[config.mk]
export PLATFORM = sky130hd
export DESIGN_NAME = byte_mix_columns_unit
export DESIGN_NICKNAME = d
export VERILOG_FILES = /design/src/rtl/byte_mix_columns_unit.sv
export SDC_FILE = /design/constraint.sdc
export NUM_CORES = 1
export LEC_CHECK = 0
export CORE_MARGIN = 10
export CORE_UTILIZATION = 35
export DETAILED_ROUTE_END_ITERATION = 8
export HOLD_SLACK_MARGIN = 0.02
export PLACE_DENSITY = 0.54
export SETUP_SLACK_MARGIN = 0.3
export SLEW_MARGIN = 0
export SYNTH_ARGS = -nofsm -noshare
export SYNTH_HDL_FRONTEND = slang
export SYNTH_SLANG_ARGS = --single-unit
[constraint.sdc]
create_clock -name clk -period 4 [get_ports clk]
set_input_delay 0.8 -clock clk [delete_from_list [all_inputs] [get_ports clk]]
set_output_delay 0.8 -clock clk [all_outputs]
set_load 0.01 [all_outputs]
[src/rtl/byte_mix_columns_unit.sv]
// Byte-serial AES MixColumns stage: collects four bytes per column, mixes them in GF(2^8)
// and shifts the mixed column out one byte per cycle while the next column is collected.
module byte_mix_columns_unit (
  input  logic       clk,
  input  logic       rst,
  input  logic       in_valid,
  input  logic [7:0] in_byte,
  input  logic       bypass,
  input  logic       flush,
  output logic       out_valid,
  output logic [7:0] out_byte,
  output logic       out_last
);

  typedef enum logic [0:0] {
    OUT_IDLE  = 1'b0,
    OUT_SHIFT = 1'b1
  } out_state_e;

  // Element [0] holds byte 0 of the column.
  typedef logic [3:0][7:0] col_t;

  function automatic logic [7:0] xtime(input logic [7:0] x);
    xtime = {x[6:0], 1'b0} ^ (x[7] ? 8'h1B : 8'h00);
  endfunction

  function automatic logic [7:0] mul3(input logic [7:0] x);
    mul3 = xtime(x) ^ x;
  endfunction

  function automatic col_t mix_column(input col_t a);
    col_t b;
    b[0] = xtime(a[0]) ^ mul3(a[1]) ^ a[2]        ^ a[3];
    b[1] = a[0]        ^ xtime(a[1]) ^ mul3(a[2]) ^ a[3];
    b[2] = a[0]        ^ a[1]        ^ xtime(a[2]) ^ mul3(a[3]);
    b[3] = mul3(a[0])  ^ a[1]        ^ a[2]        ^ xtime(a[3]);
    mix_column = b;
  endfunction

  out_state_e state_q, state_d;
  logic [1:0] in_idx_q, in_idx_d;
  logic [7:0] a0_q, a0_d;
  logic [7:0] a1_q, a1_d;
  logic [7:0] a2_q, a2_d;
  logic       byp_q, byp_d;
  col_t       ob_q, ob_d;
  logic [1:0] out_idx_q, out_idx_d;
  logic [1:0] col_cnt_q, col_cnt_d;
  logic       out_valid_q, out_valid_d;
  logic [7:0] out_byte_q, out_byte_d;
  logic       out_last_q, out_last_d;

  logic       accept_s;
  logic       xfer_s;
  col_t       raw_col_s;
  col_t       new_col_s;

  assign accept_s  = in_valid & ~flush;
  assign xfer_s    = accept_s & (in_idx_q == 2'd3);
  assign raw_col_s = {in_byte, a2_q, a1_q, a0_q};
  assign new_col_s = byp_q ? raw_col_s : mix_column(raw_col_s);

  // Next-state logic for input collection, output shift FSM and registered outputs.
  always_comb begin
    state_d     = state_q;
    in_idx_d    = in_idx_q;
    a0_d        = a0_q;
    a1_d        = a1_q;
    a2_d        = a2_q;
    byp_d       = byp_q;
    ob_d        = ob_q;
    out_idx_d   = out_idx_q;
    col_cnt_d   = col_cnt_q;
    out_valid_d = out_valid_q;
    out_byte_d  = out_byte_q;
    out_last_d  = out_last_q;

    if (flush) begin
      state_d     = OUT_IDLE;
      in_idx_d    = 2'd0;
      out_idx_d   = 2'd0;
      col_cnt_d   = 2'd0;
      out_valid_d = 1'b0;
      out_byte_d  = 8'h00;
      out_last_d  = 1'b0;
    end else begin
      if (accept_s) begin
        in_idx_d = in_idx_q + 2'd1;
        case (in_idx_q)
          2'd0: begin
            a0_d  = in_byte;
            byp_d = bypass;
          end
          2'd1:    a1_d = in_byte;
          2'd2:    a2_d = in_byte;
          default: a0_d = a0_q;
        endcase
      end else begin
        in_idx_d = in_idx_q;
      end

      case (state_q)
        OUT_IDLE: begin
          if (xfer_s) begin
            state_d     = OUT_SHIFT;
            ob_d        = new_col_s;
            out_idx_d   = 2'd0;
            out_valid_d = 1'b1;
            out_byte_d  = new_col_s[0];
            out_last_d  = 1'b0;
          end else begin
            out_valid_d = 1'b0;
            out_byte_d  = 8'h00;
            out_last_d  = 1'b0;
          end
        end
        OUT_SHIFT: begin
          if (out_idx_q == 2'd3) begin
            // b3 has just been shown: the column is complete.
            col_cnt_d = col_cnt_q + 2'd1;
            if (xfer_s) begin
              ob_d        = new_col_s;
              out_idx_d   = 2'd0;
              out_valid_d = 1'b1;
              out_byte_d  = new_col_s[0];
              out_last_d  = 1'b0;
            end else begin
              state_d     = OUT_IDLE;
              out_idx_d   = 2'd0;
              out_valid_d = 1'b0;
              out_byte_d  = 8'h00;
              out_last_d  = 1'b0;
            end
          end else begin
            out_idx_d   = out_idx_q + 2'd1;
            out_valid_d = 1'b1;
            out_byte_d  = ob_q[out_idx_q + 2'd1];
            out_last_d  = (out_idx_q == 2'd2) && (col_cnt_q == 2'd3);
          end
        end
        default: begin
          state_d     = OUT_IDLE;
          out_idx_d   = 2'd0;
          out_valid_d = 1'b0;
          out_byte_d  = 8'h00;
          out_last_d  = 1'b0;
        end
      endcase
    end
  end

  // State registers with asynchronous active-low reset.
  always_ff @(posedge clk or negedge rst) begin
    if (!rst) begin
      state_q     <= OUT_IDLE;
      in_idx_q    <= 2'd0;
      a0_q        <= 8'h00;
      a1_q        <= 8'h00;
      a2_q        <= 8'h00;
      byp_q       <= 1'b0;
      ob_q        <= '0;
      out_idx_q   <= 2'd0;
      col_cnt_q   <= 2'd0;
      out_valid_q <= 1'b0;
      out_byte_q  <= 8'h00;
      out_last_q  <= 1'b0;
    end else begin
      state_q     <= state_d;
      in_idx_q    <= in_idx_d;
      a0_q        <= a0_d;
      a1_q        <= a1_d;
      a2_q        <= a2_d;
      byp_q       <= byp_d;
      ob_q        <= ob_d;
      out_idx_q   <= out_idx_d;
      col_cnt_q   <= col_cnt_d;
      out_valid_q <= out_valid_d;
      out_byte_q  <= out_byte_d;
      out_last_q  <= out_last_d;
    end
  end

  assign out_valid = out_valid_q;
  assign out_byte  = out_byte_q;
  assign out_last  = out_last_q;

endmodule
==> out/qor.csv <==
metric;value;unit
p_int;2.30;mW
antenna_found_initial;0;
path_clk_slew;0.05;ns
instances_no_fill;580;
post_drt_wl_per_cell;17.9;um
die_w;134;um
max-slew-margin-rel;0.362;
critPathMaxFanout;15;
syn_area_per_cell;11.7;um^2
final_cell_mix;dfrtp_1 (73), xnor2_1 (57), nand2_1 (44);
hpwl;7300;um
worst_ep_required_time;4.26;ns
ctsResizeCount;0;
yosysWarningCount;0;
power_density;673;nW/um^2
area_growth;14.2;%
clock_skew;0.00559;ns
placedCellCount;566;
period_share;0.633;
diodes;0;
power_leakage;2.36;nW
cts_tree;done;
route.detailed.drc;0;
netlist_area;4530;um^2
core_area;12700;um^2
ant_nets;0;
drv_slew;0;
setup_viol;0;
drive_gt1_frac;0.162;
p_clk_frac;0.214;
first_iter_violations;155;
initial_utilization;0.358;
grt_pass1_vias;2993;
final_common_cell;dfrtp_1;
tns;0;ns
nets;425;
fin_ws;1.47;ns
rsz0062_at_grt;false;
vias_per_cell;4.85;
maxCapViolCount;0;
swShare;0.340;
clock.fmax;395;MHz
synth_nets;408;
portBuffers;22;
grt_overflow_total;0;
pwr-share-seq;0.342;
ctsHtreeMaxLevel;3;
grt_max_degree;74;
clockBufferDepth;2;
cp.arrival;2.79;ns
clkSinkCount;73;
hold_violations;0;
ys_seq_area_frac;0.403;
cts_setup_buffers;0;
power.switching;1.18;mW
ys_types;36;
grt_pass1_wl;17100;um
synthCells;388;
worstSetupPathType;primary input to register;
crit_path_end_kind;register;
ys_seq_elements;73;
io_pins;23;
dp_slack;1.11;ns
tightest_slew;0.957;ns
hold_class;register to register;
dieArea;17900;um^2
row_count;41;
peakVddDrop;0.227;mV
cts_hold_buf;0;
dr_total_vias;2813;
cts_root_buf;clkbuf_16;
drt-total-wl;10400;um
dieHeight;134;um
gp_congestion;0.774;
total_power;3.48;mW
status;finished clean;
place_area;4910;um^2
cts_buffers;9;
p_comb_frac;0.444;
final_cell_area;5180;um^2
post-route-min-period;2.53;ns
grt_usage;0.125;
worstSkewPairLatency;0.35;ns
critPathLaunchType;primary input;
firstDrtPassIters;4;
## layer usage
metal	track usage	part of all wire	vias up
met5	0	0	-
met2	0.203	0.49	45
met3	0.0239	0.029	12
met4	0.0647	0.023	0
met1	0.155	0.46	1395
li1	-	-	1361
## worst max-delay path, stage by stage
cell             delay [ns]
clkdlybuf4s50_1        0.57
nand2_1                0.21
nor3_4                 0.56
buf_4                  0.30
buf_4                  0.15
nand3_1                0.07
o211ai_1               0.13
## power groups by stage
| stage | Sequential (mW) | Combinational, mW | Clock, mW |
|---|---|---|---|
| after global routing | 1.23 | 1.70 | 0.793 |
| final | 1.19 | 1.55 | 0.744 |
| after floorplan | 1.09 | 1.37 | 0 |
| after CTS | 1.20 | 1.57 | 0.768 |
| after detailed placement | 1.21 | 1.56 | 0 |
| after global placement | 1.20 | 1.55 | 0 |
## per-stage QoR
step | hold slack, ns | utilization
after global placement | 0.466 | 0.388
after CTS | 0.489 | 0.409
after floorplan | 0.441 | -
after global routing | 0.501 | 0.409
final | 0.478 | 0.409
after detailed placement | 0.475 | 0.388
## logic make-up after synthesis
family | synth area share
AO/OA/AOI/OAI | 0.0583
multiplexers | 0.124
buffers and inverters | 0.0279
flip-flops | 0.403
adder cells (fa/ha/maj) | 0.0193
AND/OR/NAND/NOR | 0.117
XOR/XNOR | 0.251
## cell usage after synthesis
library cell,n,area (um^2)
dfrtp_1,73,1830
xnor2_1,57,499
nand2_1,44,165
mux2_2,26,293
xor2_1,20,175
nand3_1,16,80.1
and2_1,13,81.3
clkbuf_1,13,48.8
xnor3_1,12,270
a211o_1,11,96.3
and3_1,11,68.8
mux2i_1,9,90.1
o211ai_1,9,67.6
mux4_2,8,180
nor2_1,8,30.0
o21ai_0,8,40.0
buf_2,7,35.0
ha_1,7,87.6
a21oi_1,4,20.0
nand2b_1,4,25.0
xnor2_2,4,65.1
a31oi_1,3,18.8
buf_4,3,22.5
inv_1,3,11.3
xor3_1,3,71.3
xnor2_4,2,55.1
a31oi_4,1,21.3
and2_0,1,6.26
and2b_1,1,7.51
clkbuf_2,1,5.00
inv_2,1,3.75
nand2_2,1,6.26
nand2b_4,1,13.8
nor2b_1,1,6.26
nor3_4,1,16.3
nor4_4,1,21.3
## final timing paths
path / from / end / slack, ns / depth (start not counted)
min in group asynchronous: rst / a0_q[3] / 0.60 / 1
min: ob_q[3] / ob_q[3] / 0.48 / 2
min reg2reg: ob_q[3] / ob_q[3] / 0.48 / 2
max in group asynchronous: rst / ob_q[26] / 2.78 / 1
max: in_valid / ob_q[11] / 1.47 / 7
max reg2reg: out_idx_q[0] / ob_q[11] / 1.49 / 8
## state kept, by name, indices dropped and copies added (netlist names)
name and count:
a1_q 8, out_valid 1, col_cnt_q 2, out_byte 8, a0_q 8, ob_q 32
out_idx_q 2, out_last 1, byp_q 1, a2_q 8, in_idx_q 2
## area by class of cell
type	instances	area (um^2)
fill	1261	7490
multi-input combinational	287	2580
sequential	73	1830
timing repair buffer	30	278
clock buffer	14	264
tap	172	215
inverter	4	15.0
Note: power is estimated with default switching activity, not from simulation.
